### config.mk
export PLATFORM = sky130hd
export DESIGN_NAME = gpio_core_flat
export DESIGN_NICKNAME = d
export VERILOG_FILES = /design/src/rtl/gpio_reg_if.sv /design/src/rtl/gpio_core.sv /design/src/flat_wrapper.sv
export SDC_FILE = /design/constraint.sdc
export NUM_CORES = 1
export LEC_CHECK = 0
export CORE_AREA = 5 5 342 344
export CTS_CLUSTER_DIAMETER = 100
export CTS_CLUSTER_SIZE = 12
export DETAILED_ROUTE_END_ITERATION = 8
export DIE_AREA = 0 0 347 349
export HOLD_SLACK_MARGIN = 0.12
export PLACE_DENSITY_LB_ADDON = 0.1
export SKIP_CTS_REPAIR_TIMING = 1
export SYNTH_ARGS = -nofsm -noshare
export SYNTH_HDL_FRONTEND = slang
export SYNTH_SLANG_ARGS = --single-unit
### constraint.sdc
create_clock -name clk_i -period 1.7 [get_ports clk_i]
set_clock_uncertainty 0.05 [all_clocks]
set_input_delay 0.17 -clock clk_i [delete_from_list [all_inputs] [get_ports clk_i]]
set_output_delay 0.17 -clock clk_i [all_outputs]
set_load 0.02 [all_outputs]
### src/rtl/gpio_reg_if.sv
// Register-block <-> GPIO core field bundle (reg2hw q/qe toward the core, hw2reg d/de back).
interface gpio_reg_if;
  logic [31:0] reg2hw_intr_state_q;
  logic [31:0] reg2hw_intr_enable_q;
  logic [31:0] reg2hw_intr_test_q;
  logic        reg2hw_intr_test_qe;
  logic [31:0] reg2hw_direct_out_q;
  logic        reg2hw_direct_out_qe;
  logic [15:0] reg2hw_masked_out_lower_mask_q;
  logic [15:0] reg2hw_masked_out_lower_data_q;
  logic        reg2hw_masked_out_lower_qe;
  logic [15:0] reg2hw_masked_out_upper_mask_q;
  logic [15:0] reg2hw_masked_out_upper_data_q;
  logic        reg2hw_masked_out_upper_qe;
  logic [31:0] reg2hw_direct_oe_q;
  logic        reg2hw_direct_oe_qe;
  logic [15:0] reg2hw_masked_oe_lower_mask_q;
  logic [15:0] reg2hw_masked_oe_lower_data_q;
  logic        reg2hw_masked_oe_lower_qe;
  logic [15:0] reg2hw_masked_oe_upper_mask_q;
  logic [15:0] reg2hw_masked_oe_upper_data_q;
  logic        reg2hw_masked_oe_upper_qe;
  logic [31:0] reg2hw_intr_ctrl_en_rising_q;
  logic [31:0] reg2hw_intr_ctrl_en_falling_q;
  logic [31:0] reg2hw_intr_ctrl_en_lvlhigh_q;
  logic [31:0] reg2hw_intr_ctrl_en_lvllow_q;
  logic [31:0] reg2hw_ctrl_en_input_filter_q;

  logic [31:0] hw2reg_intr_state_d;
  logic        hw2reg_intr_state_de;
  logic [31:0] hw2reg_data_in_d;
  logic        hw2reg_data_in_de;
  logic [31:0] hw2reg_direct_out_d;
  logic [31:0] hw2reg_direct_oe_d;
  logic [15:0] hw2reg_masked_out_lower_data_d;
  logic [15:0] hw2reg_masked_out_lower_mask_d;
  logic [15:0] hw2reg_masked_out_upper_data_d;
  logic [15:0] hw2reg_masked_out_upper_mask_d;
  logic [15:0] hw2reg_masked_oe_lower_data_d;
  logic [15:0] hw2reg_masked_oe_lower_mask_d;
  logic [15:0] hw2reg_masked_oe_upper_data_d;
  logic [15:0] hw2reg_masked_oe_upper_mask_d;
  logic        hw2reg_straps_data_in_valid_d;
  logic        hw2reg_straps_data_in_valid_de;
  logic [31:0] hw2reg_straps_data_in_d;
  logic        hw2reg_straps_data_in_de;

  modport master (
    output reg2hw_intr_state_q, reg2hw_intr_enable_q, reg2hw_intr_test_q, reg2hw_intr_test_qe,
           reg2hw_direct_out_q, reg2hw_direct_out_qe,
           reg2hw_masked_out_lower_mask_q, reg2hw_masked_out_lower_data_q, reg2hw_masked_out_lower_qe,
           reg2hw_masked_out_upper_mask_q, reg2hw_masked_out_upper_data_q, reg2hw_masked_out_upper_qe,
           reg2hw_direct_oe_q, reg2hw_direct_oe_qe,
           reg2hw_masked_oe_lower_mask_q, reg2hw_masked_oe_lower_data_q, reg2hw_masked_oe_lower_qe,
           reg2hw_masked_oe_upper_mask_q, reg2hw_masked_oe_upper_data_q, reg2hw_masked_oe_upper_qe,
           reg2hw_intr_ctrl_en_rising_q, reg2hw_intr_ctrl_en_falling_q,
           reg2hw_intr_ctrl_en_lvlhigh_q, reg2hw_intr_ctrl_en_lvllow_q,
           reg2hw_ctrl_en_input_filter_q,
    input  hw2reg_intr_state_d, hw2reg_intr_state_de, hw2reg_data_in_d, hw2reg_data_in_de,
           hw2reg_direct_out_d, hw2reg_direct_oe_d,
           hw2reg_masked_out_lower_data_d, hw2reg_masked_out_lower_mask_d,
           hw2reg_masked_out_upper_data_d, hw2reg_masked_out_upper_mask_d,
           hw2reg_masked_oe_lower_data_d, hw2reg_masked_oe_lower_mask_d,
           hw2reg_masked_oe_upper_data_d, hw2reg_masked_oe_upper_mask_d,
           hw2reg_straps_data_in_valid_d, hw2reg_straps_data_in_valid_de,
           hw2reg_straps_data_in_d, hw2reg_straps_data_in_de
  );

  modport slave (
    input  reg2hw_intr_state_q, reg2hw_intr_enable_q, reg2hw_intr_test_q, reg2hw_intr_test_qe,
           reg2hw_direct_out_q, reg2hw_direct_out_qe,
           reg2hw_masked_out_lower_mask_q, reg2hw_masked_out_lower_data_q, reg2hw_masked_out_lower_qe,
           reg2hw_masked_out_upper_mask_q, reg2hw_masked_out_upper_data_q, reg2hw_masked_out_upper_qe,
           reg2hw_direct_oe_q, reg2hw_direct_oe_qe,
           reg2hw_masked_oe_lower_mask_q, reg2hw_masked_oe_lower_data_q, reg2hw_masked_oe_lower_qe,
           reg2hw_masked_oe_upper_mask_q, reg2hw_masked_oe_upper_data_q, reg2hw_masked_oe_upper_qe,
           reg2hw_intr_ctrl_en_rising_q, reg2hw_intr_ctrl_en_falling_q,
           reg2hw_intr_ctrl_en_lvlhigh_q, reg2hw_intr_ctrl_en_lvllow_q,
           reg2hw_ctrl_en_input_filter_q,
    output hw2reg_intr_state_d, hw2reg_intr_state_de, hw2reg_data_in_d, hw2reg_data_in_de,
           hw2reg_direct_out_d, hw2reg_direct_oe_d,
           hw2reg_masked_out_lower_data_d, hw2reg_masked_out_lower_mask_d,
           hw2reg_masked_out_upper_data_d, hw2reg_masked_out_upper_mask_d,
           hw2reg_masked_oe_lower_data_d, hw2reg_masked_oe_lower_mask_d,
           hw2reg_masked_oe_upper_data_d, hw2reg_masked_oe_upper_mask_d,
           hw2reg_straps_data_in_valid_d, hw2reg_straps_data_in_valid_de,
           hw2reg_straps_data_in_d, hw2reg_straps_data_in_de
  );
endinterface

### src/rtl/gpio_core.sv
// GPIO core: output/OE registers, synchronised + glitch-filtered inputs,
// interrupt event detection and one-shot strap capture after reset.
//
// Strap FSM
//   state      | meaning
//   ST_WAIT    | counting 3 clocks after reset release
//   ST_CAPTURE | one cycle: latch filtered inputs into the strap registers
//   ST_DONE    | straps held, no recapture until next reset
module gpio_core #(
  parameter int NumIO        = 32,
  parameter int FilterCycles = 16
) (
  input  logic             clk_i,
  input  logic             rst_ni,
  input  logic [NumIO-1:0] cio_gpio_i,
  output logic [NumIO-1:0] cio_gpio_o,
  output logic [NumIO-1:0] cio_gpio_en_o,
  output logic [NumIO-1:0] intr_gpio_o,
  gpio_reg_if.slave        regs
);

  typedef enum logic [1:0] {ST_WAIT, ST_CAPTURE, ST_DONE} strap_state_e;

  localparam logic [3:0] CntMax = 4'(FilterCycles - 1);

  logic [NumIO-1:0]      out_q, out_d, oe_q, oe_d;
  logic [NumIO-1:0]      sync1_q, sync2_q, filt_q, filt_d, prev_q;
  logic [NumIO-1:0][3:0] cnt_q, cnt_d;
  logic [NumIO-1:0]      ev;
  logic                  data_in_de_q;
  strap_state_e          state_q, state_d;
  logic [1:0]            wcnt_q, wcnt_d;
  logic                  capture;
  logic [NumIO-1:0]      straps_q;
  logic                  straps_valid_q, straps_de_q;

  function automatic logic [31:0] reg_write(
    input logic [31:0] cur,
    input logic        dir_qe,
    input logic [31:0] dir_q,
    input logic        lo_qe,
    input logic [15:0] lo_mask, lo_data,
    input logic        hi_qe,
    input logic [15:0] hi_mask, hi_data
  );
    logic [31:0] r;
    r = cur;
    if (dir_qe) begin
      r = dir_q;
    end else begin
      if (lo_qe) r[15:0]  = (cur[15:0]  & ~lo_mask) | (lo_data & lo_mask);
      if (hi_qe) r[31:16] = (cur[31:16] & ~hi_mask) | (hi_data & hi_mask);
    end
    return r;
  endfunction

  always_comb begin
    out_d = reg_write(out_q, regs.reg2hw_direct_out_qe, regs.reg2hw_direct_out_q,
                      regs.reg2hw_masked_out_lower_qe, regs.reg2hw_masked_out_lower_mask_q,
                      regs.reg2hw_masked_out_lower_data_q,
                      regs.reg2hw_masked_out_upper_qe, regs.reg2hw_masked_out_upper_mask_q,
                      regs.reg2hw_masked_out_upper_data_q);
    oe_d  = reg_write(oe_q, regs.reg2hw_direct_oe_qe, regs.reg2hw_direct_oe_q,
                      regs.reg2hw_masked_oe_lower_qe, regs.reg2hw_masked_oe_lower_mask_q,
                      regs.reg2hw_masked_oe_lower_data_q,
                      regs.reg2hw_masked_oe_upper_qe, regs.reg2hw_masked_oe_upper_mask_q,
                      regs.reg2hw_masked_oe_upper_data_q);
  end

  // Per-bit debounce: filt only follows sync2 after FilterCycles disagreeing samples
  always_comb begin
    filt_d = filt_q;
    cnt_d  = '0;
    for (int k = 0; k < NumIO; k++) begin
      if (!regs.reg2hw_ctrl_en_input_filter_q[k]) begin
        filt_d[k] = sync2_q[k];
      end else if (sync2_q[k] != filt_q[k]) begin
        if (cnt_q[k] == CntMax) filt_d[k] = sync2_q[k];
        else                    cnt_d[k]  = cnt_q[k] + 4'd1;
      end
    end
  end

  always_ff @(posedge clk_i or negedge rst_ni) begin
    if (!rst_ni) begin
      out_q        <= '0;
      oe_q         <= '0;
      sync1_q      <= '0;
      sync2_q      <= '0;
      filt_q       <= '0;
      prev_q       <= '0;
      cnt_q        <= '0;
      data_in_de_q <= 1'b0;
    end else begin
      out_q        <= out_d;
      oe_q         <= oe_d;
      sync1_q      <= cio_gpio_i;
      sync2_q      <= sync1_q;
      filt_q       <= filt_d;
      prev_q       <= filt_q;
      cnt_q        <= cnt_d;
      data_in_de_q <= 1'b1;
    end
  end

  // Combinational interrupt paths are forced low while reset is held
  always_comb begin
    ev = (regs.reg2hw_intr_ctrl_en_rising_q  &  filt_q & ~prev_q) |
         (regs.reg2hw_intr_ctrl_en_falling_q & ~filt_q &  prev_q) |
         (regs.reg2hw_intr_ctrl_en_lvlhigh_q &  filt_q)           |
         (regs.reg2hw_intr_ctrl_en_lvllow_q  & ~filt_q);
    if (regs.reg2hw_intr_test_qe) ev = ev | regs.reg2hw_intr_test_q;
    if (!rst_ni) ev = '0;
  end

  assign regs.hw2reg_intr_state_d  = rst_ni ? (regs.reg2hw_intr_state_q | ev) : '0;
  assign regs.hw2reg_intr_state_de = |ev;
  assign intr_gpio_o = rst_ni ? (regs.reg2hw_intr_state_q & regs.reg2hw_intr_enable_q) : '0;

  always_comb begin
    state_d = state_q;
    wcnt_d  = wcnt_q;
    capture = 1'b0;
    case (state_q)
      ST_WAIT: begin
        wcnt_d = wcnt_q + 2'd1;
        if (wcnt_q == 2'd2) state_d = ST_CAPTURE;
      end
      ST_CAPTURE: begin
        capture = 1'b1;
        state_d = ST_DONE;
      end
      default: state_d = ST_DONE;
    endcase
  end

  always_ff @(posedge clk_i or negedge rst_ni) begin
    if (!rst_ni) begin
      state_q        <= ST_WAIT;
      wcnt_q         <= 2'd0;
      straps_q       <= '0;
      straps_valid_q <= 1'b0;
      straps_de_q    <= 1'b0;
    end else begin
      state_q        <= state_d;
      wcnt_q         <= wcnt_d;
      straps_de_q    <= capture;
      straps_valid_q <= straps_valid_q | capture;
      if (capture) straps_q <= filt_q;
    end
  end

  assign cio_gpio_o    = out_q;
  assign cio_gpio_en_o = oe_q;

  assign regs.hw2reg_data_in_d               = filt_q;
  assign regs.hw2reg_data_in_de              = data_in_de_q;
  assign regs.hw2reg_direct_out_d            = out_q;
  assign regs.hw2reg_direct_oe_d             = oe_q;
  assign regs.hw2reg_masked_out_lower_data_d = out_q[15:0];
  assign regs.hw2reg_masked_out_upper_data_d = out_q[31:16];
  assign regs.hw2reg_masked_out_lower_mask_d = 16'h0;
  assign regs.hw2reg_masked_out_upper_mask_d = 16'h0;
  assign regs.hw2reg_masked_oe_lower_data_d  = oe_q[15:0];
  assign regs.hw2reg_masked_oe_upper_data_d  = oe_q[31:16];
  assign regs.hw2reg_masked_oe_lower_mask_d  = 16'h0;
  assign regs.hw2reg_masked_oe_upper_mask_d  = 16'h0;

  assign regs.hw2reg_straps_data_in_d        = straps_q;
  assign regs.hw2reg_straps_data_in_de       = straps_de_q;
  assign regs.hw2reg_straps_data_in_valid_d  = straps_valid_q;
  assign regs.hw2reg_straps_data_in_valid_de = straps_de_q;

endmodule

### src/flat_wrapper.sv
// flat-port wrapper written by rule: the top's interface ports become plain ports
module gpio_core_flat 
#(
  parameter int NumIO        = 32,
  parameter int FilterCycles = 16
)
  (clk_i, rst_ni, cio_gpio_i, cio_gpio_o, cio_gpio_en_o, intr_gpio_o, regs_reg2hw_intr_state_q, regs_reg2hw_intr_enable_q, regs_reg2hw_intr_test_q, regs_reg2hw_intr_test_qe, regs_reg2hw_direct_out_q, regs_reg2hw_direct_out_qe, regs_reg2hw_masked_out_lower_mask_q, regs_reg2hw_masked_out_lower_data_q, regs_reg2hw_masked_out_lower_qe, regs_reg2hw_masked_out_upper_mask_q, regs_reg2hw_masked_out_upper_data_q, regs_reg2hw_masked_out_upper_qe, regs_reg2hw_direct_oe_q, regs_reg2hw_direct_oe_qe, regs_reg2hw_masked_oe_lower_mask_q, regs_reg2hw_masked_oe_lower_data_q, regs_reg2hw_masked_oe_lower_qe, regs_reg2hw_masked_oe_upper_mask_q, regs_reg2hw_masked_oe_upper_data_q, regs_reg2hw_masked_oe_upper_qe, regs_reg2hw_intr_ctrl_en_rising_q, regs_reg2hw_intr_ctrl_en_falling_q, regs_reg2hw_intr_ctrl_en_lvlhigh_q, regs_reg2hw_intr_ctrl_en_lvllow_q, regs_reg2hw_ctrl_en_input_filter_q, regs_hw2reg_intr_state_d, regs_hw2reg_intr_state_de, regs_hw2reg_data_in_d, regs_hw2reg_data_in_de, regs_hw2reg_direct_out_d, regs_hw2reg_direct_oe_d, regs_hw2reg_masked_out_lower_data_d, regs_hw2reg_masked_out_lower_mask_d, regs_hw2reg_masked_out_upper_data_d, regs_hw2reg_masked_out_upper_mask_d, regs_hw2reg_masked_oe_lower_data_d, regs_hw2reg_masked_oe_lower_mask_d, regs_hw2reg_masked_oe_upper_data_d, regs_hw2reg_masked_oe_upper_mask_d, regs_hw2reg_straps_data_in_valid_d, regs_hw2reg_straps_data_in_valid_de, regs_hw2reg_straps_data_in_d, regs_hw2reg_straps_data_in_de);
  gpio_reg_if regs_i ();
  input  logic clk_i;
  input  logic rst_ni;
  input  logic [NumIO-1:0] cio_gpio_i;
  output logic [NumIO-1:0] cio_gpio_o;
  output logic [NumIO-1:0] cio_gpio_en_o;
  output logic [NumIO-1:0] intr_gpio_o;
  input wire logic [$bits(regs_i.reg2hw_intr_state_q)-1:0] regs_reg2hw_intr_state_q;
  input wire logic [$bits(regs_i.reg2hw_intr_enable_q)-1:0] regs_reg2hw_intr_enable_q;
  input wire logic [$bits(regs_i.reg2hw_intr_test_q)-1:0] regs_reg2hw_intr_test_q;
  input wire logic [$bits(regs_i.reg2hw_intr_test_qe)-1:0] regs_reg2hw_intr_test_qe;
  input wire logic [$bits(regs_i.reg2hw_direct_out_q)-1:0] regs_reg2hw_direct_out_q;
  input wire logic [$bits(regs_i.reg2hw_direct_out_qe)-1:0] regs_reg2hw_direct_out_qe;
  input wire logic [$bits(regs_i.reg2hw_masked_out_lower_mask_q)-1:0] regs_reg2hw_masked_out_lower_mask_q;
  input wire logic [$bits(regs_i.reg2hw_masked_out_lower_data_q)-1:0] regs_reg2hw_masked_out_lower_data_q;
  input wire logic [$bits(regs_i.reg2hw_masked_out_lower_qe)-1:0] regs_reg2hw_masked_out_lower_qe;
  input wire logic [$bits(regs_i.reg2hw_masked_out_upper_mask_q)-1:0] regs_reg2hw_masked_out_upper_mask_q;
  input wire logic [$bits(regs_i.reg2hw_masked_out_upper_data_q)-1:0] regs_reg2hw_masked_out_upper_data_q;
  input wire logic [$bits(regs_i.reg2hw_masked_out_upper_qe)-1:0] regs_reg2hw_masked_out_upper_qe;
  input wire logic [$bits(regs_i.reg2hw_direct_oe_q)-1:0] regs_reg2hw_direct_oe_q;
  input wire logic [$bits(regs_i.reg2hw_direct_oe_qe)-1:0] regs_reg2hw_direct_oe_qe;
  input wire logic [$bits(regs_i.reg2hw_masked_oe_lower_mask_q)-1:0] regs_reg2hw_masked_oe_lower_mask_q;
  input wire logic [$bits(regs_i.reg2hw_masked_oe_lower_data_q)-1:0] regs_reg2hw_masked_oe_lower_data_q;
  input wire logic [$bits(regs_i.reg2hw_masked_oe_lower_qe)-1:0] regs_reg2hw_masked_oe_lower_qe;
  input wire logic [$bits(regs_i.reg2hw_masked_oe_upper_mask_q)-1:0] regs_reg2hw_masked_oe_upper_mask_q;
  input wire logic [$bits(regs_i.reg2hw_masked_oe_upper_data_q)-1:0] regs_reg2hw_masked_oe_upper_data_q;
  input wire logic [$bits(regs_i.reg2hw_masked_oe_upper_qe)-1:0] regs_reg2hw_masked_oe_upper_qe;
  input wire logic [$bits(regs_i.reg2hw_intr_ctrl_en_rising_q)-1:0] regs_reg2hw_intr_ctrl_en_rising_q;
  input wire logic [$bits(regs_i.reg2hw_intr_ctrl_en_falling_q)-1:0] regs_reg2hw_intr_ctrl_en_falling_q;
  input wire logic [$bits(regs_i.reg2hw_intr_ctrl_en_lvlhigh_q)-1:0] regs_reg2hw_intr_ctrl_en_lvlhigh_q;
  input wire logic [$bits(regs_i.reg2hw_intr_ctrl_en_lvllow_q)-1:0] regs_reg2hw_intr_ctrl_en_lvllow_q;
  input wire logic [$bits(regs_i.reg2hw_ctrl_en_input_filter_q)-1:0] regs_reg2hw_ctrl_en_input_filter_q;
  output wire logic [$bits(regs_i.hw2reg_intr_state_d)-1:0] regs_hw2reg_intr_state_d;
  output wire logic [$bits(regs_i.hw2reg_intr_state_de)-1:0] regs_hw2reg_intr_state_de;
  output wire logic [$bits(regs_i.hw2reg_data_in_d)-1:0] regs_hw2reg_data_in_d;
  output wire logic [$bits(regs_i.hw2reg_data_in_de)-1:0] regs_hw2reg_data_in_de;
  output wire logic [$bits(regs_i.hw2reg_direct_out_d)-1:0] regs_hw2reg_direct_out_d;
  output wire logic [$bits(regs_i.hw2reg_direct_oe_d)-1:0] regs_hw2reg_direct_oe_d;
  output wire logic [$bits(regs_i.hw2reg_masked_out_lower_data_d)-1:0] regs_hw2reg_masked_out_lower_data_d;
  output wire logic [$bits(regs_i.hw2reg_masked_out_lower_mask_d)-1:0] regs_hw2reg_masked_out_lower_mask_d;
  output wire logic [$bits(regs_i.hw2reg_masked_out_upper_data_d)-1:0] regs_hw2reg_masked_out_upper_data_d;
  output wire logic [$bits(regs_i.hw2reg_masked_out_upper_mask_d)-1:0] regs_hw2reg_masked_out_upper_mask_d;
  output wire logic [$bits(regs_i.hw2reg_masked_oe_lower_data_d)-1:0] regs_hw2reg_masked_oe_lower_data_d;
  output wire logic [$bits(regs_i.hw2reg_masked_oe_lower_mask_d)-1:0] regs_hw2reg_masked_oe_lower_mask_d;
  output wire logic [$bits(regs_i.hw2reg_masked_oe_upper_data_d)-1:0] regs_hw2reg_masked_oe_upper_data_d;
  output wire logic [$bits(regs_i.hw2reg_masked_oe_upper_mask_d)-1:0] regs_hw2reg_masked_oe_upper_mask_d;
  output wire logic [$bits(regs_i.hw2reg_straps_data_in_valid_d)-1:0] regs_hw2reg_straps_data_in_valid_d;
  output wire logic [$bits(regs_i.hw2reg_straps_data_in_valid_de)-1:0] regs_hw2reg_straps_data_in_valid_de;
  output wire logic [$bits(regs_i.hw2reg_straps_data_in_d)-1:0] regs_hw2reg_straps_data_in_d;
  output wire logic [$bits(regs_i.hw2reg_straps_data_in_de)-1:0] regs_hw2reg_straps_data_in_de;
  assign regs_i.reg2hw_intr_state_q = regs_reg2hw_intr_state_q;
  assign regs_i.reg2hw_intr_enable_q = regs_reg2hw_intr_enable_q;
  assign regs_i.reg2hw_intr_test_q = regs_reg2hw_intr_test_q;
  assign regs_i.reg2hw_intr_test_qe = regs_reg2hw_intr_test_qe;
  assign regs_i.reg2hw_direct_out_q = regs_reg2hw_direct_out_q;
  assign regs_i.reg2hw_direct_out_qe = regs_reg2hw_direct_out_qe;
  assign regs_i.reg2hw_masked_out_lower_mask_q = regs_reg2hw_masked_out_lower_mask_q;
  assign regs_i.reg2hw_masked_out_lower_data_q = regs_reg2hw_masked_out_lower_data_q;
  assign regs_i.reg2hw_masked_out_lower_qe = regs_reg2hw_masked_out_lower_qe;
  assign regs_i.reg2hw_masked_out_upper_mask_q = regs_reg2hw_masked_out_upper_mask_q;
  assign regs_i.reg2hw_masked_out_upper_data_q = regs_reg2hw_masked_out_upper_data_q;
  assign regs_i.reg2hw_masked_out_upper_qe = regs_reg2hw_masked_out_upper_qe;
  assign regs_i.reg2hw_direct_oe_q = regs_reg2hw_direct_oe_q;
  assign regs_i.reg2hw_direct_oe_qe = regs_reg2hw_direct_oe_qe;
  assign regs_i.reg2hw_masked_oe_lower_mask_q = regs_reg2hw_masked_oe_lower_mask_q;
  assign regs_i.reg2hw_masked_oe_lower_data_q = regs_reg2hw_masked_oe_lower_data_q;
  assign regs_i.reg2hw_masked_oe_lower_qe = regs_reg2hw_masked_oe_lower_qe;
  assign regs_i.reg2hw_masked_oe_upper_mask_q = regs_reg2hw_masked_oe_upper_mask_q;
  assign regs_i.reg2hw_masked_oe_upper_data_q = regs_reg2hw_masked_oe_upper_data_q;
  assign regs_i.reg2hw_masked_oe_upper_qe = regs_reg2hw_masked_oe_upper_qe;
  assign regs_i.reg2hw_intr_ctrl_en_rising_q = regs_reg2hw_intr_ctrl_en_rising_q;
  assign regs_i.reg2hw_intr_ctrl_en_falling_q = regs_reg2hw_intr_ctrl_en_falling_q;
  assign regs_i.reg2hw_intr_ctrl_en_lvlhigh_q = regs_reg2hw_intr_ctrl_en_lvlhigh_q;
  assign regs_i.reg2hw_intr_ctrl_en_lvllow_q = regs_reg2hw_intr_ctrl_en_lvllow_q;
  assign regs_i.reg2hw_ctrl_en_input_filter_q = regs_reg2hw_ctrl_en_input_filter_q;
  assign regs_hw2reg_intr_state_d = regs_i.hw2reg_intr_state_d;
  assign regs_hw2reg_intr_state_de = regs_i.hw2reg_intr_state_de;
  assign regs_hw2reg_data_in_d = regs_i.hw2reg_data_in_d;
  assign regs_hw2reg_data_in_de = regs_i.hw2reg_data_in_de;
  assign regs_hw2reg_direct_out_d = regs_i.hw2reg_direct_out_d;
  assign regs_hw2reg_direct_oe_d = regs_i.hw2reg_direct_oe_d;
  assign regs_hw2reg_masked_out_lower_data_d = regs_i.hw2reg_masked_out_lower_data_d;
  assign regs_hw2reg_masked_out_lower_mask_d = regs_i.hw2reg_masked_out_lower_mask_d;
  assign regs_hw2reg_masked_out_upper_data_d = regs_i.hw2reg_masked_out_upper_data_d;
  assign regs_hw2reg_masked_out_upper_mask_d = regs_i.hw2reg_masked_out_upper_mask_d;
  assign regs_hw2reg_masked_oe_lower_data_d = regs_i.hw2reg_masked_oe_lower_data_d;
  assign regs_hw2reg_masked_oe_lower_mask_d = regs_i.hw2reg_masked_oe_lower_mask_d;
  assign regs_hw2reg_masked_oe_upper_data_d = regs_i.hw2reg_masked_oe_upper_data_d;
  assign regs_hw2reg_masked_oe_upper_mask_d = regs_i.hw2reg_masked_oe_upper_mask_d;
  assign regs_hw2reg_straps_data_in_valid_d = regs_i.hw2reg_straps_data_in_valid_d;
  assign regs_hw2reg_straps_data_in_valid_de = regs_i.hw2reg_straps_data_in_valid_de;
  assign regs_hw2reg_straps_data_in_d = regs_i.hw2reg_straps_data_in_d;
  assign regs_hw2reg_straps_data_in_de = regs_i.hw2reg_straps_data_in_de;
  gpio_core #(.NumIO(NumIO), .FilterCycles(FilterCycles)) u_core (.clk_i(clk_i), .rst_ni(rst_ni), .cio_gpio_i(cio_gpio_i), .cio_gpio_o(cio_gpio_o), .cio_gpio_en_o(cio_gpio_en_o), .intr_gpio_o(intr_gpio_o), .regs(regs_i));
endmodule
# Yosys cells after proc, flatten, opt, wreduce, memory -nomap -nowiden
# Cells that the tools add are included.
# totals
reg_bits	359
input_bits	489
out_inout_bits	389
elab_cells	515
# classes
n_addsub	33
eq_ne	131
muxes	205
bitwise_logic	31
n_reduce_logical	38
# op_table
operator	count
2-to-1 mux 4 bit	96
bitwise AND 32 bit	7
2-to-1 mux 32 bit	6
bitwise OR 32 bit	5
!= test 2 x 1 -> 1 bit, second input constant	65
adder 4 x 1 -> 4 bit, second input constant	32
bitwise AND 16 bit	8
equality test 4 bit, second input constant	32
2-to-1 mux 1 bit	97
2-to-1 mux 16 bit	4
inverter 16 bit	4
inverter 32 bit	2
bitwise OR 16 bit	4
AND reduction 2 bit	32
!= test 1 bit	32
OR reduction 32 bit	1
nonzero test 2 bit	4
2-to-1 mux 2 bit	2
adder 2 x 1 -> 2 bit, second input constant	1
equality test 2 x 1 -> 1 bit, second input constant	1
equality test 2 bit, second input constant	1
logical NOT 2 bit	1
bitwise OR 1 bit	1

# Logic depth before layout (Yosys ltp)
# Gate-level depths: netlist (run 1).
# logic_depth
ltp_word	11
mapped_depth	5
ltp_nobuf	5

# Worst setup path before layout (run 1)
# No wires, ideal clock.
# synth_path
kind	register -> output
startpoint	register u_core.filt_q[24], in the netlist u_core.regs.hw2reg_data_in_d[24]
endpoint	output port regs_hw2reg_intr_state_de
arrival_time_ns	1.635
required_time_ns	1.480
slack_ns	-0.155
path_stages_with_launch	6
n_path_buf	0
path_cell_list	dfrtp_1 -> a211oi_1 -> a31oi_1 -> nor4_1 -> nand4_1 -> o41a_1
# synth_between
elab_chain_cells	10
elab_cells_between_ends	14
classes_between	2 x mux; 11 x bitwise; 1 x reduce/logical
# synth_lines
element	line	text
start, declared	gpio_core.sv:27	logic [NumIO-1:0] sync1_q, sync2_q, filt_q, filt_d, prev_q;
start signal, assigned	gpio_core.sv:99	filt_q <= filt_d;
inverter 32 bit	gpio_core.sv:109, gpio_core.sv:111	
bitwise AND 32 bit (2 in series)	gpio_core.sv:109	(regs.reg2hw_intr_ctrl_en_falling_q & ~filt_q & prev_q) |
bitwise OR 32 bit	gpio_core.sv:108	ev = (regs.reg2hw_intr_ctrl_en_rising_q & filt_q & ~prev_q) |
bitwise OR 32 bit	gpio_core.sv:109	
bitwise OR 32 bit *	gpio_core.sv:110	(regs.reg2hw_intr_ctrl_en_lvlhigh_q & filt_q) |
bitwise OR 32 bit	gpio_core.sv:112	if (regs.reg2hw_intr_test_qe) ev = ev | regs.reg2hw_intr_test_q;
2-to-1 mux 32 bit *	gpio_core.sv:112	
2-to-1 mux 32 bit *	gpio_core.sv:113	if (!rst_ni) ev = '0;
OR reduction 32 bit *	gpio_core.sv:117	assign regs.hw2reg_intr_state_de = |ev;
end, declared	flat_wrapper.sv:41	output wire logic [$bits(regs_i.hw2reg_intr_state_de)-1:0] regs_hw2reg_intr_state_de;
# Every way passes the cells marked *; elsewhere a longest branch is shown, timed or not.

# Worst setup path after layout (run 1)
# layout_path
startpoint	register u_core.prev_q[1]
endpoint	output port regs_hw2reg_intr_state_de
# layout_between
elab_chain_cells	9
elab_cells_between_ends	10
classes_between	2 x mux; 7 x bitwise; 1 x reduce/logical
# layout_lines
element	line	text
start, declared	gpio_core.sv:27	
start signal, assigned	gpio_core.sv:100	prev_q <= filt_q;
inverter 32 bit	gpio_core.sv:108	
bitwise AND 32 bit	gpio_core.sv:108	
bitwise OR 32 bit *	gpio_core.sv:108	
bitwise OR 32 bit *	gpio_core.sv:109	
bitwise OR 32 bit *	gpio_core.sv:110	
bitwise OR 32 bit	gpio_core.sv:112	
2-to-1 mux 32 bit *	gpio_core.sv:112	
2-to-1 mux 32 bit *	gpio_core.sv:113	
OR reduction 32 bit *	gpio_core.sv:117	
# Marked as above.

==> summary.json, run 1 <==
{
  "outcome": {"value": "finished with violations"},
  "violations": {"value": "setup timing"},
  "flow.area_growth_from_synthesis": {"value": 80.1, "unit": "%"},
  "synth-warning-count": {"value": 0},
  "number_of_buffers_created_by_cts": {"value": 39},
  "post-route-worst-setup-slack": {"value": -1030, "unit": "ps"},
  "reg2reg_depth": {"value": 4},
  "clock-root-buffer": {"value": "sky130_fd_sc_hd__clkbuf_16"},
  "report.final.slew_viol_count": {"value": 0},
  "final_layout_size_suffix_gt1_share": {"value": 19.2, "unit": "%"},
  "clk_pin_slew_worst_paths": {"value": 70, "unit": "ps"},
  "post_drt_via_cell_ratio": {"value": 3.78},
  "critPathLaunchType": {"value": "flip-flop"},
  "wire_per_inst": {"value": 21.4, "unit": "um"},
  "io_pins": {"value": 878},
  "timing.final.crit_share": {"value": 160, "unit": "%"},
  "power.density": {"value": 792, "unit": "nW/um^2"},
  "clock_latency_reported_for_the_late_side_of_the_worst_skew_pair": {"value": 570, "unit": "ps"},
  "maxSlewHeadroom": {"value": 53.5, "unit": "%"},
  "timing.final.crit_period": {"value": 2730, "unit": "ps"},
  "fp.coreArea": {"value": 114000, "unit": "um^2"},
  "netlist.top_cell.by_area": {"value": "sky130_fd_sc_hd__dfrtp_1"},
  "synth.avg_cell_area": {"value": 10.6, "unit": "um^2"},
  "worstPathArrival": {"value": 2510, "unit": "ps"},
  "cp_data_required_time": {"value": 1480, "unit": "ps"},
  "critical_path.top_delay_family": {"value": "compound AO/OA/AOI/OAI gates"},
  "antenna_found_initial": {"value": 31},
  "floorplan.die.height": {"value": 349, "unit": "um"},
  "post-route-drc-count": {"value": 0},
  "crit_path_top_delay_cell": {"value": "sky130_fd_sc_hd__nor4_4"},
  "clock_tree.buffer_depth": {"value": 3},
  "layout.nets": {"value": 3068},
  "final_common_cell": {"value": "sky130_fd_sc_hd__clkdlybuf4s50_1"},
  "timing_worst_slew_pin_value": {"value": 697, "unit": "ps"},
  "crit_buf_inv": {"value": 2},
  "crit_path_cells": {"value": "a211oi_2 > a31oi_4 > nor4_4 > buf_4 > nand4_1 > o41a_1 > buf_6"},
  "critical_path_capture_point": {"value": "regs_hw2reg_intr_state_de"},
  "grt_remaining_overflow": {"value": 0},
  "dpl.cell_count": {"value": 3934},
  "timing_hold_violations_final": {"value": 0},
  "cp_slowest_stage_delay": {"value": 430, "unit": "ps"},
  "grt_first_pass_wirelength": {"value": 121000, "unit": "um"},
  "tritoncts": {"value": "yes"},
  "hpwl": {"value": 72100, "unit": "um"},
  "hold_class": {"value": "input pin to flip-flop"},
  "leading_cell_types_in_the_layout_fill_and_taps_excluded": {"value": "sky130_fd_sc_hd__clkdlybuf4s50_1 (491), sky130_fd_sc_hd__dfrtp_1 (336), sky130_fd_sc_hd__dlymetal6s2s_1 (261)"},
  "total_length_of_routed_wires": {"value": 87500, "unit": "um"},
  "static-leakage-power": {"value": 15.7, "unit": "nW"},
  "antenna_left": {"value": 0},
  "area_share_of_the_largest_cell_type_after_synthesis": {"value": 52.3, "unit": "%"},
  "regToRegStartpoint": {"value": "u_core.cnt_q[32]$_DFF_PN0_"},
  "yosys_register_bits": {"value": 359},
  "drt_pre_antenna_iters": {"value": 4},
  "fillCellCount": {"value": 11900},
  "final_core_utilization": {"value": 27.3, "unit": "%"},
  "finalSetupViolCount": {"value": 114},
  "overall_die_area": {"value": 121000, "unit": "um^2"},
  "total_power": {"value": 0.0245, "unit": "W"},
  "yosys-top-cells-area": {"value": "sky130_fd_sc_hd__dfrtp_1 (52%), sky130_fd_sc_hd__buf_4 (8.4%), sky130_fd_sc_hd__nand2_1 (4.2%)"},
  "via_count_of_the_first_global_routing_pass": {"value": 16800},
  "htree_num_levels": {"value": 2},
  "highest_achievable_clock_rate": {"value": 0.367, "unit": "GHz"},
  "setup_crit_end_kind": {"value": "output pin"},
  "critical_path.reg2reg.endpoint": {"value": "u_core.regs.hw2reg_data_in_d[8]$_DFFE_PN0P_"},
  "yosysSeqAreaShare": {"value": 52.3, "unit": "%"},
  "synthDistinctLibCells": {"value": 33},
  "die_w": {"value": 347, "unit": "um"},
  "count_of_input_and_output_buffers": {"value": 813},
  "netlist_area": {"value": 17200, "unit": "um^2"},
  "setup_repair_after_global_routing_missed_its_margin": {"value": "true"},
  "globalplace.congestion": {"value": 0.781},
  "clock_sinks": {"value": 359},
  "hold_ws": {"value": 113, "unit": "ps"},
  "reg2reg_setup_slack": {"value": 260, "unit": "ps"},
  "timing.setup.tns": {"value": -42540, "unit": "ps"},
  "final_cells": {"value": 4082},
  "pin_count_of_the_biggest_net_entering_global_routing": {"value": 107},
  "critical_path.startpoint": {"value": "u_core.prev_q[1]$_DFF_PN0_"},
  "globalRouteTotalUtil": {"value": 13.7, "unit": "%"},
  "num_rows": {"value": 124},
  "route.vias.total": {"value": 15400},
  "floorplan.initialDensity": {"value": 15.1, "unit": "%"},
  "ir_drop": {"value": 0.000483, "unit": "V"},
  "timing.setup.critical_path_class": {"value": "flip-flop to output pin"},
  "postSynthCellCount": {"value": 1616},
  "critical_path_depth": {"value": 7},
  "critical_path_peak_fanout": {"value": 2},
  "maxCapViolCount": {"value": 0},
  "first_iter_violations": {"value": 537}
}
## layout make-up
cell class | instances | area [um^2] | area share [%]
Tap cell | 1512 | 1890 | 6.11
Multi-Input combinational cell | 1023 | 7580 | 24.5
Inverter | 67 | 251 | 0.812
Clock inverter | 8 | 103 | 0.331
Antenna cell | 9 | 22.5 | 0.0728
Timing Repair Buffer | 1056 | 11000 | 35.6
Clock buffer | 48 | 1060 | 3.43
Sequential cell | 359 | 9010 | 29.1
## metal layers
layer  part of all wire [%]  vias to the layer above  track usage (%)
li1                       -                     7167                -
met1                     40                     7538             16.2
met2                     50                      609             24.2
met3                    8.2                       99             4.57
met4                    1.9                       16             2.70
met5                   0.13                        -                0
## metrics by stage
step | cell area, um^2 | worst slack (ps)
after floorplan | 17500 | -76.0
after global placement | 27200 | -2080
after detailed placement | 27200 | -1440
after CTS | 28400 | -1640
after global routing | 30900 | -1210
final | 31000 | -1030
## power by group
group | switching, W | internal [W] | total, W
clock network | 0.00378 | 0.00458 | 0.00836
registers | 0.000610 | 0.00913 | 0.00974
logic | 0.00311 | 0.00329 | 0.00640
total | 0.00751 | 0.0170 | 0.0245
## how the worst min path moves through the flow
stage / startpoint / depth (start not counted) / end / slack, ps
floorplan: rst_ni / 0 / async pin / -180
global placement: rst_ni / 2 / u_core.prev_q[18]$_DFF_PN0_ / 140
detailed placement: rst_ni / 2 / u_core.regs.hw2reg_data_in_d[22]$_DFFE_PN0P_ / 140
CTS: rst_ni / 2 / u_core.prev_q[18]$_DFF_PN0_ / -520
global route: regs_reg2hw_direct_oe_q[4] / 3 / flip-flop / 120
finish: regs_reg2hw_direct_out_q[19] / 3 / flip-flop / 110
## tightest hold or removal path, cell delays in order
cell	delay, ps
sky130_fd_sc_hd__clkdlybuf4s50_1	390
sky130_fd_sc_hd__nand2_1	60
sky130_fd_sc_hd__o21ai_0	70
## synth_stat cells, drive strengths merged
cell type and number:
and3 64, nor2 33, nand3 33, o21ai 98
a21boi 8, a31oi 24, nor4 14, conb 2
inv 67, buf 196, and2 1, xor2 32
nand2 193, nand4b 32, a21o 8, nor3b 32
nor2b 24, clkbuf 34, mux2 64, mux2i 64
a211oi 56, a21oi 80, nand4 5, ha 33
xnor2 33, or2b 2, nand2b 24, dfrtp 359
o41a 1
## cells by family (layout without fill, tap and decap cells)
family,after synthesis,in the layout,synth area share [%]
adders and majority gates,33,33,2.40
other,2,74,0.0437
DFF,359,359,52.3
muxes,128,128,7.92
xor gates and xnor gates,65,65,3.31
and+or+nand+nor,457,457,13.8
AOI/OAI and AO/OA,275,275,9.47
buffers and inverters,297,1179,10.7
(Power assumes the default switching activity.)
==> run 2, diff against run 1 <==
--- a/config.mk
+++ b/config.mk
@@ -5,13 +5,14 @@
 export SDC_FILE = /design/constraint.sdc
 export NUM_CORES = 1
 export LEC_CHECK = 0
-export CORE_AREA = 5 5 342 344
+export CORE_AREA = 5 5 343 345
 export CTS_CLUSTER_DIAMETER = 100
 export CTS_CLUSTER_SIZE = 12
 export DETAILED_ROUTE_END_ITERATION = 8
-export DIE_AREA = 0 0 347 349
+export DIE_AREA = 0 0 348 350
 export HOLD_SLACK_MARGIN = 0.12
 export PLACE_DENSITY_LB_ADDON = 0.1
+export SETUP_SLACK_MARGIN = 0.2
 export SKIP_CTS_REPAIR_TIMING = 1
 export SYNTH_ARGS = -nofsm -noshare
 export SYNTH_HDL_FRONTEND = slang
==> constraint.sdc (replaced) <==
create_clock -name clk_i -period 3.31 [get_ports clk_i]
set_clock_uncertainty 0.05 [all_clocks]
set_input_delay 0.331 -clock clk_i [delete_from_list [all_inputs] [get_ports clk_i]]
set_output_delay 0.331 -clock clk_i [all_outputs]
set_load 0.02 [all_outputs]
==> summary.json, run 2 (synthesized netlist as in run 1, its figures left out) <==
{
  "hpwl": {"value": 76400, "unit": "um"},
  "fillCellCount": {"value": 12100},
  "fp.coreArea": {"value": 114000, "unit": "um^2"},
  "antenna_left": {"value": 0},
  "layout.area.seq": {"value": 8990, "unit": "um^2"},
  "report.final.slew_viol_count": {"value": 0},
  "clk_pin_slew_worst_paths": {"value": 60, "unit": "ps"},
  "leading_cell_types_in_the_layout_fill_and_taps_excluded": {"value": "sky130_fd_sc_hd__clkdlybuf4s50_1 (793), sky130_fd_sc_hd__dfrtp_1 (356), sky130_fd_sc_hd__nand2_1 (193)"},
  "post-route-worst-setup-slack": {"value": 99.3, "unit": "ps"},
  "overall_die_area": {"value": 122000, "unit": "um^2"},
  "grt_remaining_overflow": {"value": 0},
  "area_used_by_multi_input_combinational_logic": {"value": 6740, "unit": "um^2"},
  "timing.final.crit_period": {"value": 3210, "unit": "ps"},
  "critPathLaunchType": {"value": "flip-flop"},
  "tritoncts": {"value": "yes"},
  "final_common_cell": {"value": "sky130_fd_sc_hd__clkdlybuf4s50_1"},
  "floorplan.initialDensity": {"value": 15.1, "unit": "%"},
  "maxCapViolCount": {"value": 0},
  "setup_repair_after_global_routing_missed_its_margin": {"value": "true"},
  "clock-root-buffer": {"value": "sky130_fd_sc_hd__clkbuf_16"},
  "final_core_utilization": {"value": 24.7, "unit": "%"},
  "io_pins": {"value": 878},
  "clock_latency_reported_for_the_late_side_of_the_worst_skew_pair": {"value": 600, "unit": "ps"},
  "hold_class": {"value": "input pin to async pin"},
  "htree_num_levels": {"value": 2},
  "final_layout_size_suffix_gt1_share": {"value": 9.21, "unit": "%"},
  "timing.setup.tns": {"value": 0, "unit": "ps"},
  "reg2reg_depth": {"value": 2},
  "timing_hold_violations_final": {"value": 0},
  "flow.area_growth_from_synthesis": {"value": 63.8, "unit": "%"},
  "critical_path_peak_fanout": {"value": 7},
  "layout.nets": {"value": 2920},
  "highest_achievable_clock_rate": {"value": 0.311, "unit": "GHz"},
  "wire_per_inst": {"value": 23.8, "unit": "um"},
  "route.vias.total": {"value": 14900},
  "clock_tree.buffer_depth": {"value": 3},
  "globalRouteTotalUtil": {"value": 14.5, "unit": "%"},
  "clock_sinks": {"value": 359},
  "ir_drop": {"value": 0.000315, "unit": "V"},
  "cp_data_required_time": {"value": 2930, "unit": "ps"},
  "pin_count_of_the_biggest_net_entering_global_routing": {"value": 107},
  "floorplan.die.height": {"value": 350, "unit": "um"},
  "first_iter_violations": {"value": 530},
  "worstPathArrival": {"value": 2830, "unit": "ps"},
  "timing.final.crit_share": {"value": 97.0, "unit": "%"},
  "setup_crit_end_kind": {"value": "output pin"},
  "post_drt_via_cell_ratio": {"value": 3.79},
  "globalplace.congestion": {"value": 0.770},
  "maxSlewHeadroom": {"value": 26.5, "unit": "%"},
  "antenna_found_initial": {"value": 36},
  "count_of_input_and_output_buffers": {"value": 813},
  "timing_worst_slew_pin_value": {"value": 1100, "unit": "ps"},
  "num_rows": {"value": 124},
  "outcome": {"value": "finished, final reports clean"},
  "finalSetupViolCount": {"value": 0},
  "number_of_buffers_created_by_cts": {"value": 41},
  "place_worst_setup_slack": {"value": -247, "unit": "ps"},
  "grt_first_pass_wirelength": {"value": 125000, "unit": "um"},
  "total_length_of_routed_wires": {"value": 93500, "unit": "um"},
  "timing.setup.critical_path_class": {"value": "flip-flop to output pin"},
  "die_w": {"value": 348, "unit": "um"},
  "post-route-drc-count": {"value": 0},
  "drt_pre_antenna_iters": {"value": 6},
  "static-leakage-power": {"value": 11.9, "unit": "nW"},
  "via_count_of_the_first_global_routing_pass": {"value": 16300},
  "power.density": {"value": 441, "unit": "nW/um^2"}
}
run 2: metrics by stage:
step                cell area, um^2  hold slack, ps  instances  power, W
floorplan                     17400           -14.6       1679   0.00631
global placement              26300             283       3825   0.00804
detailed placement            26300             285       3825   0.00803
CTS                           27500            -371       3881    0.0127
global route                  28100             124       3930    0.0131
finish                        28200             113       3938    0.0124
run 2: path summary, 6_finish.rpt:
path	from	endpoint	slack, ps
max	u_core.regs.hw2reg_data_in_d[0]$_DFFE_PN0P_	regs_hw2reg_intr_state_de	100
min	rst_ni	u_core.cnt_q[115]$_DFF_PN0_	110
max reg2reg	u_core.state_q[0]$_DFFE_PN0P_	u_core.regs.hw2reg_straps_data_in_d[3]$_DFFE_PN0P_	1690
min reg2reg	u_core.sync1_q[2]$_DFF_PN0_	u_core.sync2_q[2]$_DFF_PN0_	290
max in group asynchronous	rst_ni	u_core.prev_q[23]$_DFF_PN0_	1910
min in group clk_i	cio_gpio_i[23]	u_core.sync1_q[23]$_DFF_PN0_	140
run 2: report_power, final:
part / internal, W / total, W / switching (W)
clock: 0.00240 / 0.00443 / 0.00203
sequential: 0.00468 / 0.00505 / 0.000371
combinational: 0.00148 / 0.00293 / 0.00145
total: 0.00856 / 0.0124 / 0.00385
run 2: final cells by class:
cell class                 instances  share of cell area, %
antenna                           15                  0.133
inverter                          67                  0.893
multi-input combinational       1023                   23.9
sequential                       359                   31.9
tap                             1512                   6.72
clock inverter                    11                  0.516
clock buffer                      45                   3.77
timing repair buffer             906                   32.1
run 2: routing by layer:
layer	vias up	track usage [%]	part of all wire (%)
li1	6893	-	-
met1	7292	17.1	40
met2	633	25.1	50
met3	93	5.07	8.1
met4	8	3.82	1.9
met5	-	0	0.051
run 2: critical path, cell delays in order, from the launching register on:
cell and delay (ps):
sky130_fd_sc_hd__dfrtp_2 510, sky130_fd_sc_hd__a211oi_1 210, sky130_fd_sc_hd__buf_4 160, sky130_fd_sc_hd__a31oi_1 50
sky130_fd_sc_hd__buf_4 190, sky130_fd_sc_hd__nor4_1 240, sky130_fd_sc_hd__buf_4 160, sky130_fd_sc_hd__nand4_1 180
sky130_fd_sc_hd__o41a_1 380, sky130_fd_sc_hd__buf_6 150
==> run 3, diff against run 2 <==
--- a/config.mk
+++ b/config.mk
@@ -5,11 +5,11 @@
 export SDC_FILE = /design/constraint.sdc
 export NUM_CORES = 1
 export LEC_CHECK = 0
-export CORE_AREA = 5 5 343 345
+export CORE_AREA = 5 5 335 337
 export CTS_CLUSTER_DIAMETER = 100
 export CTS_CLUSTER_SIZE = 12
 export DETAILED_ROUTE_END_ITERATION = 8
-export DIE_AREA = 0 0 348 350
+export DIE_AREA = 0 0 340 342
 export HOLD_SLACK_MARGIN = 0.12
 export PLACE_DENSITY_LB_ADDON = 0.1
 export SETUP_SLACK_MARGIN = 0.2
==> constraint.sdc (replaced) <==
create_clock -name clk_i -period 3.3 [get_ports clk_i]
set_clock_uncertainty 0.05 [all_clocks]
set_input_delay 0.33 -clock clk_i [delete_from_list [all_inputs] [get_ports clk_i]]
set_output_delay 0.33 -clock clk_i [all_outputs]
set_load 0.02 [all_outputs]
==> summary.json, run 3 (synthesized netlist as in run 1, its figures left out) <==
{
  "outcome": {"value": "finished, final reports clean"},
  "fp.coreArea": {"value": 109000, "unit": "um^2"},
  "route.vias.total": {"value": 14600},
  "static-leakage-power": {"value": 11.6, "unit": "nW"},
  "cp_data_required_time": {"value": 2920, "unit": "ps"},
  "flow.area_growth_from_synthesis": {"value": 60.3, "unit": "%"},
  "critical_path_capture_point": {"value": "regs_hw2reg_intr_state_de"},
  "critPathLaunchType": {"value": "input pin"},
  "die_w": {"value": 340, "unit": "um"},
  "antenna_found_initial": {"value": 45},
  "detailed_place.area": {"value": 26100, "unit": "um^2"},
  "ir_drop": {"value": 0.000306, "unit": "V"},
  "clockPowerShare": {"value": 35.0, "unit": "%"},
  "grt_remaining_overflow": {"value": 0},
  "finalSetupViolCount": {"value": 0},
  "layout.nets": {"value": 2880},
  "via_count_of_the_first_global_routing_pass": {"value": 15900},
  "worstPathArrival": {"value": 2670, "unit": "ps"},
  "htree_num_levels": {"value": 2},
  "leading_cell_types_in_the_layout_fill_and_taps_excluded": {"value": "sky130_fd_sc_hd__clkdlybuf4s50_1 (796), sky130_fd_sc_hd__dfrtp_1 (352), sky130_fd_sc_hd__nand2_1 (193)"},
  "antenna_left": {"value": 0},
  "timing.setup.critical_path_class": {"value": "input pin to output pin"},
  "power.density": {"value": 440, "unit": "nW/um^2"},
  "number_of_buffers_created_by_cts": {"value": 38},
  "clock_tree.buffer_depth": {"value": 3},
  "count_of_input_and_output_buffers": {"value": 813},
  "total_length_of_routed_wires": {"value": 87500, "unit": "um"},
  "floorplan.die.height": {"value": 342, "unit": "um"},
  "clock_latency_reported_for_the_late_side_of_the_worst_skew_pair": {"value": 570, "unit": "ps"},
  "hold_class": {"value": "input pin to flip-flop"},
  "critical_path.reg2reg.endpoint": {"value": "u_core.regs.hw2reg_straps_data_in_d[12]$_DFFE_PN0P_"},
  "report.final.slew_viol_count": {"value": 0},
  "setup_crit_end_kind": {"value": "output pin"},
  "reg2reg_setup_slack": {"value": 1660, "unit": "ps"},
  "power.switching_fraction": {"value": 30.3, "unit": "%"},
  "drt_pre_antenna_iters": {"value": 4},
  "timing_hold_violations_final": {"value": 0},
  "fillCellCount": {"value": 11600},
  "timing_worst_slew_pin_value": {"value": 1090, "unit": "ps"},
  "internal-power": {"value": 0.00845, "unit": "W"},
  "wire_per_inst": {"value": 23.0, "unit": "um"},
  "floorplan.initialDensity": {"value": 15.8, "unit": "%"},
  "stdcell_area": {"value": 27500, "unit": "um^2"},
  "timing.final.crit_period": {"value": 3050, "unit": "ps"},
  "clk_pin_slew_worst_paths": {"value": 60, "unit": "ps"},
  "post-route-drc-count": {"value": 0},
  "maxCapViolCount": {"value": 0},
  "setup_repair_after_global_routing_missed_its_margin": {"value": "true"},
  "critical_path.startpoint": {"value": "regs_reg2hw_intr_test_q[28]"},
  "io_pins": {"value": 878},
  "tritoncts": {"value": "yes"},
  "hpwl": {"value": 71900, "unit": "um"},
  "final_common_cell": {"value": "sky130_fd_sc_hd__clkdlybuf4s50_1"},
  "post_drt_via_cell_ratio": {"value": 3.84},
  "grt_first_pass_wirelength": {"value": 120000, "unit": "um"},
  "final_layout_size_suffix_gt1_share": {"value": 8.91, "unit": "%"},
  "critical_path_peak_fanout": {"value": 2},
  "final_cells": {"value": 3801},
  "clock_sinks": {"value": 359},
  "power_frac_comb": {"value": 23.4, "unit": "%"},
  "overall_die_area": {"value": 116000, "unit": "um^2"},
  "regToRegStartpoint": {"value": "u_core.state_q[0]$_DFFE_PN0P_"},
  "num_rows": {"value": 121},
  "timing.final.crit_share": {"value": 92.3, "unit": "%"},
  "reg2reg_depth": {"value": 2},
  "pin_count_of_the_biggest_net_entering_global_routing": {"value": 120},
  "sequentialPowerShare": {"value": 41.7, "unit": "%"},
  "clock-root-buffer": {"value": "sky130_fd_sc_hd__clkbuf_16"},
  "first_iter_violations": {"value": 475},
  "globalRouteTotalUtil": {"value": 14.4, "unit": "%"},
  "dpl.cell_count": {"value": 3719},
  "net_switching_power_of_the_design": {"value": 0.00367, "unit": "W"},
  "globalplace.congestion": {"value": 0.815},
  "highest_achievable_clock_rate": {"value": 0.328, "unit": "GHz"},
  "maxSlewHeadroom": {"value": 27.0, "unit": "%"},
  "min_path_cells": {"value": 1}
}
-- run 3: cell types whose count changed in the layout (fill, tap and decap cells not counted), moves of 3 or more --
| cell | change |
|---|---|
| sky130_fd_sc_hd__a31oi_2 | +3 |
| sky130_fd_sc_hd__clkdlybuf4s50_1 | +3 |
| sky130_fd_sc_hd__dlymetal6s2s_1 | -4 |
| sky130_fd_sc_hd__buf_4 | -7 |
| sky130_fd_sc_hd__dlygate4sd3_1 | -27 |
| sky130_fd_sc_hd__inv_8 | -3 |
| sky130_fd_sc_hd__dfrtp_2 | +4 |
| sky130_fd_sc_hd__a31oi_1 | -3 |
| sky130_fd_sc_hd__a211oi_4 | -3 |
| sky130_fd_sc_hd__diode_2 | +5 |
| sky130_fd_sc_hd__a211oi_1 | +4 |
| sky130_fd_sc_hd__dfrtp_1 | -4 |
-- run 3: worst min-delay path by stage --
stage | slack (ps) | start | endpoint
final | 150 | cio_gpio_i[29] | u_core.sync1_q[29]$_DFF_PN0_
after global routing | 120 | cio_gpio_i[31] | u_core.sync1_q[31]$_DFF_PN0_
after CTS | -420 | rst_ni | u_core.state_q[0]$_DFFE_PN0P_
after detailed placement | 230 | rst_ni | u_core.wcnt_q[1]$_DFFE_PN0P_
after global placement | 230 | rst_ni | u_core.wcnt_q[1]$_DFFE_PN0P_
after floorplan | -20 | rst_ni | async pin
-- run 3: worst max-delay path, stage by stage --
cell                              delay [ps]
sky130_fd_sc_hd__clkdlybuf4s50_1         520
sky130_fd_sc_hd__nor4_1                  510
sky130_fd_sc_hd__buf_4                   210
sky130_fd_sc_hd__nand4_1                 140
sky130_fd_sc_hd__o21ai_0                 190
sky130_fd_sc_hd__nand3_1                 150
sky130_fd_sc_hd__o41a_1                  440
sky130_fd_sc_hd__buf_4                   170
-- run 3: cell type report --
| type | instances | area, um^2 | share of cell area [%] |
|---|---|---|---|
| Clock inverter | 7 | 101 | 0.368 |
| Clock buffer | 42 | 997 | 3.62 |
| Inverter | 67 | 251 | 0.913 |
| Sequential cell | 359 | 8990 | 32.6 |
| Multi-Input combinational cell | 1023 | 6720 | 24.4 |
| Timing Repair Buffer | 869 | 8660 | 31.4 |
| Tap cell | 1414 | 1770 | 6.42 |
| Antenna cell | 20 | 50.0 | 0.182 |
-- run 3: power groups by stage --
stage / combinational (W) / clock, W / sequential (W)
6_report: 0.00283 / 0.00424 / 0.00505
3_3_place_gp: 0.00286 / 0 / 0.00513
4_1_cts: 0.00286 / 0.00451 / 0.00505
3_5_place_dp: 0.00285 / 0 / 0.00513
5_1_grt: 0.00305 / 0.00463 / 0.00510
2_1_floorplan: 0.00114 / 0 / 0.00519
-- run 3: layer usage --
metal  wire [um]  global-route usage (%)  vias to the layer above
met2       43900                    25.6                      604
met5         107                       0                        -
met1       34600                    16.5                     7084
met4        1380                    3.07                       16
li1            -                       -                     6819
met3        7530                    5.30                       91
-- run 3: metrics by stage --
stage | setup TNS (ps) | setup slack (ps) | hold WS (ps) | util, % | total power (W)
floorplan | 0 | 1290 | -15.6 | - | 0.00633
global placement | -267 | -267 | 230 | 24.1 | 0.00798
detailed placement | -290 | -290 | 234 | 24.1 | 0.00798
CTS | -723 | -723 | -419 | 25.1 | 0.0124
global route | 0 | 27.6 | 119 | 25.3 | 0.0128
finish | 0 | 253 | 149 | 25.4 | 0.0121
